$ cat src/rtl/joypad_serial_reader_pkg.sv
// Shared NES pad definitions: reader FSM states and button bit indices, laid out
// so the CPU memory block can serialize the same bit order back on $4016 reads.
package joypad_serial_reader_pkg;

    typedef enum logic [2:0] {
        IDLE   = 3'd0,
        LATCH  = 3'd1,
        SETTLE = 3'd2,
        CLK_LO = 3'd3,
        CLK_HI = 3'd4,
        DONE   = 3'd5
    } joypad_state_e;

    localparam int BTN_A      = 0;
    localparam int BTN_B      = 1;
    localparam int BTN_SELECT = 2;
    localparam int BTN_START  = 3;
    localparam int BTN_UP     = 4;
    localparam int BTN_DOWN   = 5;
    localparam int BTN_LEFT   = 6;
    localparam int BTN_RIGHT  = 7;
    localparam int NUM_BUTTONS = 8;

    function automatic int max_int(input int a, input int b);
        return (a > b) ? a : b;
    endfunction

endpackage

$ cat src/rtl/joypad_serial_reader_cpu_sync2.sv
// Two-flop synchronizer for asynchronous single-bit inputs; RESET_VALUE sets the
// level both flops hold in reset so the consumer sees a benign idle value.
module cpu_sync2 #(
    parameter logic RESET_VALUE = 1'b0
) (
    input  logic clock,
    input  logic reset_n,
    input  logic d,
    output logic q
);

    logic meta;

    // NOTE: non-blocking assignments make the two flops sample simultaneously;
    // blocking here would collapse the chain into a single flop.
    always_ff @(posedge clock or negedge reset_n) begin
        if (!reset_n) begin
            meta <= RESET_VALUE;
            q    <= RESET_VALUE;
        end else begin
            meta <= d;
            q    <= meta;
        end
    end

endmodule

$ cat src/rtl/joypad_serial_reader.sv
// Host side of the NES pad link: latches the CD4021, clocks out eight bits,
// and commits the decoded button levels atomically once per poll.
module joypad_serial_reader
    import joypad_serial_reader_pkg::*;
#(
    parameter int LATCH_CYCLES = 600,
    parameter int HALF_CYCLES  = 300,
    parameter int POLL_CYCLES  = 833333
) (
    input  logic clock,
    input  logic reset_n,
    input  logic poll_now,
    input  logic pad_data,
    output logic pad_latch,
    output logic pad_clk,
    output logic A,
    output logic B,
    output logic select,
    output logic start,
    output logic up,
    output logic down,
    output logic left,
    output logic right,
    output logic buttons_valid,
    output logic busy
);

    localparam int TIMER_W = $clog2(POLL_CYCLES);
    localparam int PHASE_W = $clog2(max_int(LATCH_CYCLES, HALF_CYCLES));
    localparam logic [TIMER_W-1:0] TIMER_LAST = TIMER_W'(POLL_CYCLES - 1);

    joypad_state_e state, state_next;

    logic [TIMER_W-1:0]     poll_timer;
    logic                   poll_req;
    logic [PHASE_W-1:0]     phase;
    logic [PHASE_W-1:0]     phase_load;
    logic                   phase_done;
    logic [2:0]             bit_count;
    logic [NUM_BUTTONS-1:0] shift_reg;
    logic [NUM_BUTTONS-1:0] button_reg;
    logic                   valid_reg;
    logic                   pad_sync;

    // Released (1) in reset so a poll right after reset never sees a phantom press.
    cpu_sync2 #(.RESET_VALUE(1'b1)) u_pad_sync (
        .clock   (clock),
        .reset_n (reset_n),
        .d       (pad_data),
        .q       (pad_sync)
    );

    always_ff @(posedge clock or negedge reset_n) begin
        if (!reset_n) begin
            poll_timer <= '0;
        end else if (poll_timer == TIMER_LAST) begin
            poll_timer <= '0;
        end else begin
            poll_timer <= poll_timer + TIMER_W'(1);
        end
    end

    assign poll_req   = (poll_timer == TIMER_LAST);
    assign phase_done = (phase == '0);

    always_ff @(posedge clock or negedge reset_n) begin
        if (!reset_n) begin
            state <= IDLE;
        end else begin
            state <= state_next;
        end
    end

    // Requests seen outside IDLE fall through the default hold and are lost.
    always_comb begin
        state_next = state;
        case (state)
            IDLE:    if (poll_req || poll_now) state_next = LATCH;
            LATCH:   if (phase_done) state_next = SETTLE;
            SETTLE:  if (phase_done) state_next = CLK_LO;
            CLK_LO:  if (phase_done) state_next = CLK_HI;
            CLK_HI:  if (phase_done) state_next = (bit_count == 3'd6) ? DONE : CLK_LO;
            DONE:    state_next = IDLE;
            default: state_next = IDLE;
        endcase
    end

    // NOTE: every output gets a default before the case so no path leaves it
    // unassigned; a missing default here would infer a latch.
    always_comb begin
        pad_latch = 1'b0;
        pad_clk   = 1'b1;
        busy      = (state != IDLE);
        case (state)
            LATCH:   pad_latch = 1'b1;
            CLK_LO:  pad_clk   = 1'b0;
            default: ;
        endcase
    end

    always_comb begin
        phase_load = '0;
        case (state_next)
            LATCH:                  phase_load = PHASE_W'(LATCH_CYCLES - 1);
            SETTLE, CLK_LO, CLK_HI: phase_load = PHASE_W'(HALF_CYCLES - 1);
            default:                phase_load = '0;
        endcase
    end

    always_ff @(posedge clock or negedge reset_n) begin
        if (!reset_n) begin
            phase      <= '0;
            bit_count  <= '0;
            shift_reg  <= '0;
            button_reg <= '0;
            valid_reg  <= 1'b0;
        end else begin
            valid_reg <= 1'b0;
            if (state_next != state) begin
                phase <= phase_load;
            end else if (!phase_done) begin
                phase <= phase - PHASE_W'(1);
            end
            // Each bit is captured on the last cycle of its window, when the pad
            // output has been stable for most of a half-period.
            case (state)
                IDLE: begin
                    if (state_next == LATCH) begin
                        bit_count <= '0;
                        shift_reg <= '0;
                    end
                end
                SETTLE: begin
                    if (phase_done) shift_reg[BTN_A] <= pad_sync;
                end
                CLK_HI: begin
                    if (phase_done) begin
                        shift_reg[bit_count + 3'd1] <= pad_sync;
                        bit_count                   <= bit_count + 3'd1;
                    end
                end
                DONE: begin
                    button_reg <= ~shift_reg;
                    valid_reg  <= 1'b1;
                end
                default: ;
            endcase
        end
    end

    assign A             = button_reg[BTN_A];
    assign B             = button_reg[BTN_B];
    assign select        = button_reg[BTN_SELECT];
    assign start         = button_reg[BTN_START];
    assign up            = button_reg[BTN_UP];
    assign down          = button_reg[BTN_DOWN];
    assign left          = button_reg[BTN_LEFT];
    assign right         = button_reg[BTN_RIGHT];
    assign buttons_valid = valid_reg;

endmodule

$ cat config.mk
export PLATFORM = sky130hd
export DESIGN_NAME = joypad_serial_reader
export DESIGN_NICKNAME = d
export VERILOG_FILES = /design/src/rtl/joypad_serial_reader_pkg.sv /design/src/rtl/joypad_serial_reader_cpu_sync2.sv /design/src/rtl/joypad_serial_reader.sv
export SDC_FILE = /design/constraint.sdc
export NUM_CORES = 1
export LEC_CHECK = 0
export ABC_AREA = 1
export ABC_CLOCK_PERIOD_IN_PS = 4340
export CAP_MARGIN = 20
export CORE_MARGIN = 5
export CORE_UTILIZATION = 64
export CTS_CLUSTER_DIAMETER = 40
export DETAILED_ROUTE_END_ITERATION = 10
export PLACE_DENSITY = 0.84
export RECOVER_POWER = 25
export SYNTH_ARGS = -nofsm -noshare
export SYNTH_HDL_FRONTEND = slang
export SYNTH_SLANG_ARGS = --single-unit
export TNS_END_PERCENT = 50
$ cat constraint.sdc
create_clock -name clock -period 4.34 [get_ports clock]
set_input_delay 0.868 -clock clock [delete_from_list [all_inputs] [get_ports clock]]
set_output_delay 0.868 -clock clock [all_outputs]
set_load 0.01 [all_outputs]
==> results of run 1 <==
metal layers:
| metal | share of wire [%] | track usage, % | wire [um] | vias up |
|---|---|---|---|---|
| met1 | 45 | 29.5 | 2750 | 1184 |
| li1 | - | - | - | 1288 |
| met5 | 0 | 0 | 0 | - |
| met4 | 1.7 | 6.64 | 102 | 0 |
| met3 | 4.2 | 4.24 | 253 | 12 |
| met2 | 49 | 37.8 | 2950 | 63 |
cells by family (layout without fill, tap and decap cells):
logic type | after synthesis | in the layout | synth area share, %
adder cells (fa/ha/maj) | 5 | 5 | 2.08
flip-flops | 55 | 55 | 45.8
buffers and inverters | 57 | 78 | 7.31
XOR/XNOR | 12 | 12 | 3.49
AO/OA/AOI/OAI | 48 | 48 | 8.60
AND/OR/NAND/NOR | 212 | 212 | 32.8
cells in the final DEF, fill, tap and decap left out, types with 2 or more instances in the layout:
cell                              count
sky130_fd_sc_hd__nand2_1            100
sky130_fd_sc_hd__dfrtp_1             53
sky130_fd_sc_hd__inv_1               45
sky130_fd_sc_hd__nor2_1              38
sky130_fd_sc_hd__nand3_1             25
sky130_fd_sc_hd__a21oi_1             21
sky130_fd_sc_hd__clkdlybuf4s50_1     13
sky130_fd_sc_hd__nor2_2              10
sky130_fd_sc_hd__o21ai_0             10
sky130_fd_sc_hd__nand2_2              9
sky130_fd_sc_hd__nand4_1              9
sky130_fd_sc_hd__o21ai_1              9
sky130_fd_sc_hd__inv_2                7
sky130_fd_sc_hd__xor2_1               7
sky130_fd_sc_hd__nand3_2              6
sky130_fd_sc_hd__nor3_1               5
sky130_fd_sc_hd__nor4_1               5
sky130_fd_sc_hd__xnor2_1              5
sky130_fd_sc_hd__ha_1                 5
sky130_fd_sc_hd__clkbuf_8             5
sky130_fd_sc_hd__o21a_1               3
sky130_fd_sc_hd__a211oi_1             2
sky130_fd_sc_hd__nand2_4              2
sky130_fd_sc_hd__clkinv_4             2
sky130_fd_sc_hd__o211ai_1             2
sky130_fd_sc_hd__dfstp_2              2
area by class of cell:
class,instances,area (sq um),share of cell area (%)
Multi-Input combinational cell,277,1410,42.7
Sequential cell,55,1380,41.6
Inverter,54,208,6.27
Timing Repair Buffer,16,151,4.57
Clock buffer,5,68.8,2.08
Tap cell,54,67.6,2.04
Clock inverter,3,22.5,0.680
cells in the mapped netlist (all sizes together):
library cell  instances
nand2               111
dfrtp                53
inv                  52
nor2                 49
nand3                31
a21oi                21
o21ai                19
nand4                 9
xor2                  7
nor4                  6
ha                    5
nor3                  5
xnor2                 5
o21a                  3
a211oi                2
clkbuf                2
clkinv                2
dfstp                 2
o211ai                2
a31oi                 1
buf                   1
or2                   1
power breakdown:
part           switching, uW  leakage, uW  internal [uW]
combinational            336     0.000870            205
clock                    169    0.0000485            116
sequential              54.5     0.000724            582
total                    560      0.00164            903
path summary, 6_finish.rpt:
check / cells after the start / start / endpoint
min in group asynchronous: 1 / reset_n / poll_timer[2]
worst max-delay path: 3 / state[0] / pad_latch
max in group asynchronous: 2 / reset_n / state[0]
worst min register to register: 0 / u_pad_sync.meta / u_pad_sync.q
worst max register to register: 11 / bit_count[0] / phase[5]
worst min-delay path: 0 / u_pad_sync.meta / u_pad_sync.q
stage by stage:
stage | power (uW) | instances | worst slack [ps]
final | 1460 | 464 | 1750
after detailed placement | 1190 | 456 | 2110
after global placement | 1170 | 456 | 2110
after global routing | 1590 | 464 | 1610
after floorplan | 1030 | 389 | 2480
after CTS | 1480 | 464 | 1740
==> metrics.txt, run 1 <==
routed length per instance 13.1 um; pwr dens 442 nW/um^2; Die X about 80 um; Port-buffer cells 15; kind of end point of the critical path output port; register with the most flip-flops poll_timer; average via count per standard cell 5.49; cell type with the largest total area after synthesis sky130_fd_sc_hd__dfrtp_1; Post-DP Area 3220 sq um; Via Count 2,547; total track usage 22.5%; max reg flops 20; max frequency 387 MHz; data arrival time of the critical path 1720 ps; post-detail-place hpwl 4430 um; Post-route DRC 0; post-route fraction of the period consumed by the critical path 59.6%; TritonRoute pass-1 iters 4; worst-case clock skew between 7 and 8 ps; Lkg Pwr 0.00164 uW; pin count of the biggest net entering global routing 30; data required time of the worst path around 3500 ps; post-synthesis sequential area ratio 45.8%; master cell of the clock root buffer sky130_fd_sc_hd__clkbuf_8; area growth from synthesis to layout 9.88%; ratio of cells with drive above 1 in the final layout 12.0%; number of hold buffers added after cts 0; final hold viol count 0; Largest stage delay, worst path roughly 580 ps; number of distinct library cell variants in the gate-level netlist after synthesis 31; transition at the pin with the smallest max-transition slack 1520 ps; I/O pin count 16; Reg2Reg Setup Slack 2230 ps; classification of the worst-slack hold path reg -> reg; worst slew slack as a fraction of its limit -1.60%; Die H 78.6 um; area share of the leading cell type in the synthesized netlist 44.0%; result of the run complete, but fails checks; Synth area leaders sky130_fd_sc_hd__dfrtp_1, sky130_fd_sc_hd__nand2_1, sky130_fd_sc_hd__inv_1, sky130_fd_sc_hd__nor2_1, sky130_fd_sc_hd__nand3_1; worst hold margin between 300 and 400 ps; Min Clock Period, post-route 2590 ps; number of rows created at floorplan 25; list of cells traversed by the critical path inv_1 -> nor3_1 -> clkdlybuf4s50_1; synthesized netlist cell count ~390; YS warnings 0; number of max-capacitance violations reported 1; total buffers and inverters traversed by the critical path 2; final setup violating endpoints 0; Placeable Area 4660 sq um; violated checks capacitance limit, slew limit; global placer's final weighted congestion between 0.8 and 0.9; Num CTS Buffers 5; CTS tree built; via count of the first global-routing pass 2,572; antenna violations before repair 0; number of H-tree branching levels 2; first-pass GRT wire length 11,200 um; buffer count from post-CTS setup fixing 0; post-synthesis instance area ~3000 sq um; Avg Cell Area, Syn around 7.7 sq um; die footprint 6180 sq um; clock net sink count 55; antenna diode instance count 0; Design Area, Final 3310 sq um; Clk pin slew, worst setup/hold paths 90 ps; initial DRC count slightly above 200; unrepaired setup endpoints after global routing false; Worst setup SP type register; post-synthesis register bit count 55; standard cell with the maximum stage delay on the critical path sky130_fd_sc_hd__clkdlybuf4s50_1; post-route ant nets 0; initial core utilization between 60% and 70%; peak supply drop 0.327 mV; number of instances resized during post-cts repair 0; fill cell instance count of the final layout 375; Top Registers poll_timer: 20 flops, phase: 10 flops; clock latency at the later pin of the worst-skew pair 310 ps; post-route setup TNS 0 ps; Overflow after GRT 0; category of the most critical setup path reg -> out; number of nets produced by synthesis 398; nets 418; buffer depth of the longest clock path 2; number of pins with negative max-slew slack in the final report 30; aggregate routed wire length approximately 6100 um; crit-path max FO 7; Top Family by Delay on Critical Path buffers and inverters; utilization after layout 71.0%
Note: power is estimated with default switching activity, not from simulation.
==> inputs of run 2 (changes only) <==
--- a/config.mk
+++ b/config.mk
@@ -6,13 +6,13 @@
 export NUM_CORES = 1
 export LEC_CHECK = 0
 export ABC_AREA = 1
-export ABC_CLOCK_PERIOD_IN_PS = 4340
+export ABC_CLOCK_PERIOD_IN_PS = 2400
 export CAP_MARGIN = 20
 export CORE_MARGIN = 5
-export CORE_UTILIZATION = 64
+export CORE_UTILIZATION = 60
 export CTS_CLUSTER_DIAMETER = 40
 export DETAILED_ROUTE_END_ITERATION = 10
-export PLACE_DENSITY = 0.84
+export PLACE_DENSITY = 0.8
 export RECOVER_POWER = 25
 export SYNTH_ARGS = -nofsm -noshare
 export SYNTH_HDL_FRONTEND = slang
==> constraint.sdc (replaced) <==
create_clock -name clock -period 2.4 [get_ports clock]
set_input_delay 0.48 -clock clock [delete_from_list [all_inputs] [get_ports clock]]
set_output_delay 0.48 -clock clock [all_outputs]
set_load 0.01 [all_outputs]
==> run 2 against run 1 <==
The flow now finishes without violations. Highest routed layer unchanged. Sequential power rose by 82%. Cell count increased by 3.0%. Non-clock buffer count rose by 1. Register-to-register slack lost 1900 ps. Critical endpoint unchanged. Sequential share of layout area down 0.25 points. Global-route usage fell by 0.67 points. Routed wire length up 3.2%. Clock power increased by 75%. Clock-buffer cell count rose by 1. Clock skew decreased by 0.68 ps. Largest power group unchanged. Combinational power grew 84%.
==> metrics.txt, run 2 (synthesized netlist as in run 1, its figures left out) <==
Port-buffer cells 15; routed length per instance 13.1 um; clock latency at the later pin of the worst-skew pair 310 ps; Min Clock Period, post-route ~2300 ps; post-route fraction of the period consumed by the critical path 94.5%; Via Count 2,539; Overflow after GRT 0; antenna violations before repair 0; most common cell after layout, fill and taps aside sky130_fd_sc_hd__nand2_1; unrepaired setup endpoints after global routing false; number of rows created at floorplan 25; clock net sink count 55; via count of the first global-routing pass 2,499; number of H-tree branching levels 2; register with the most flip-flops poll_timer; startpoint of the lowest-slack hold path u_pad_sync.meta; pwr dens 797 nW/um^2; antenna diode instance count 0; master cell of the clock root buffer sky130_fd_sc_hd__clkbuf_8; max frequency about 440 MHz; number of cells on the worst hold path 0; kind of end point of the critical path output port; number of cells traversed by the worst register-to-register path 11; initial DRC count 130; Post-route DRC 0; result of the run completed; final hold viol count 0; nets 419; most frequent cells in the layout sky130_fd_sc_hd__nand2_1, sky130_fd_sc_hd__dfrtp_1, sky130_fd_sc_hd__inv_1; number of max-capacitance violations reported 0; final setup violating endpoints 0; post-route ant nets 0; hold worst-path end u_pad_sync.q; I/O pin count 16; aggregate routed wire length 6250 um; max reg flops 20; Top Registers poll_timer: 20 flops, phase: 10 flops; Lkg Pwr about 0.0016 uW; initial core utilization 63.0%; classification of the worst-slack hold path reg -> reg; category of the most critical setup path reg -> out; worst hold margin 372 ps; Die X 80.9 um; Reg2Reg Capture Point phase[8]; Worst setup SP type register; buffer count from post-CTS setup fixing 0; data arrival time of the critical path between 1500 and 2000 ps; area growth from synthesis to layout 10.5%; Clk pin slew, worst setup/hold paths 90 ps; die footprint 6540 sq um; Die H approximately 80 um; worst slew slack as a fraction of its limit approximately 7.5%; TritonRoute pass-1 iters 5; global placer's final weighted congestion 0.905; ratio of cells with drive above 1 in the final layout between 10% and 20%; post-route setup TNS 0 ps; buffer depth of the longest clock path 2; crit-path max FO 7; area of the multi-input gates 1420 sq um; Num CTS Buffers 5; post-detail-place hpwl 4710 um; fill cell instance count of the final layout 404; CTS tree built; FF/Latch Area about 1400 sq um; Reg2Reg Setup Slack 290 ps; first-pass GRT wire length 11,100 um; total track usage 21.8%; data required time of the worst path 1920 ps; worst-case clock skew 6.58 ps; number of pins with negative max-slew slack in the final report 0; startpoint of the worst register-to-register path bit_count[0]; transition at the pin with the smallest max-transition slack 1390 ps; pin count of the biggest net entering global routing 31; average via count per standard cell 5.31; peak supply drop about 0.75 mV; Placeable Area 4790 sq um
## run 2: cell type report
type,instances,area share (%)
tap,67,2.52
inverter,54,6.24
timing repair buffer,17,4.70
sequential,55,41.4
clock inverter,2,0.376
multi-input combinational,277,42.6
clock buffer,6,2.18
## run 2: power by group
part | switching [uW] | internal (uW)
clock network | 293 | 204
registers | 108 | 1050
logic | 624 | 373
total | 1030 | 1630
## run 2: timing repair
action                                  4_1_cts  5_1_grt
endpoints found under the setup margin        0        1
hold buffers                                  0        0
gates resized for setup                       0        1
## run 2: routing by layer
layer  vias to the layer above  global-route usage [%]  share of wire (%)
li1                       1289                       -                  -
met1                      1203                    26.6                 45
met2                        37                    37.6                 50
met3                        10                    4.55                3.1
met4                         0                    8.61                1.7
met5                         -                       0                  0
## run 2: worst max-delay path: stages (launching register included)
cell                              delay (ps)
sky130_fd_sc_hd__dfrtp_1                 500
sky130_fd_sc_hd__inv_1                   180
sky130_fd_sc_hd__nor3_2                  210
sky130_fd_sc_hd__clkdlybuf4s50_1         580
## run 2: worst max-delay path by stage
stage / startpoint / endpoint
floorplan: bit_count[0] / phase[9]
global placement: bit_count[0] / phase[8]
detailed placement: bit_count[0] / phase[8]
CTS: state[0] / pad_latch
global route: state[0] / pad_latch
finish: state[0] / pad_latch
## run 2: through the flow
step                power, uW  util [%]  cell area, sq um  std cells  setup WS (ps)
floorplan                1870         -              3010        389            539
global placement         2130      68.1              3260        470            387
detailed placement       2160      68.1              3260        470            348
CTS                      2670      69.8              3340        478           56.1
global route             2860      69.6              3330        478           18.5
finish                   2660      69.6              3330        478            132
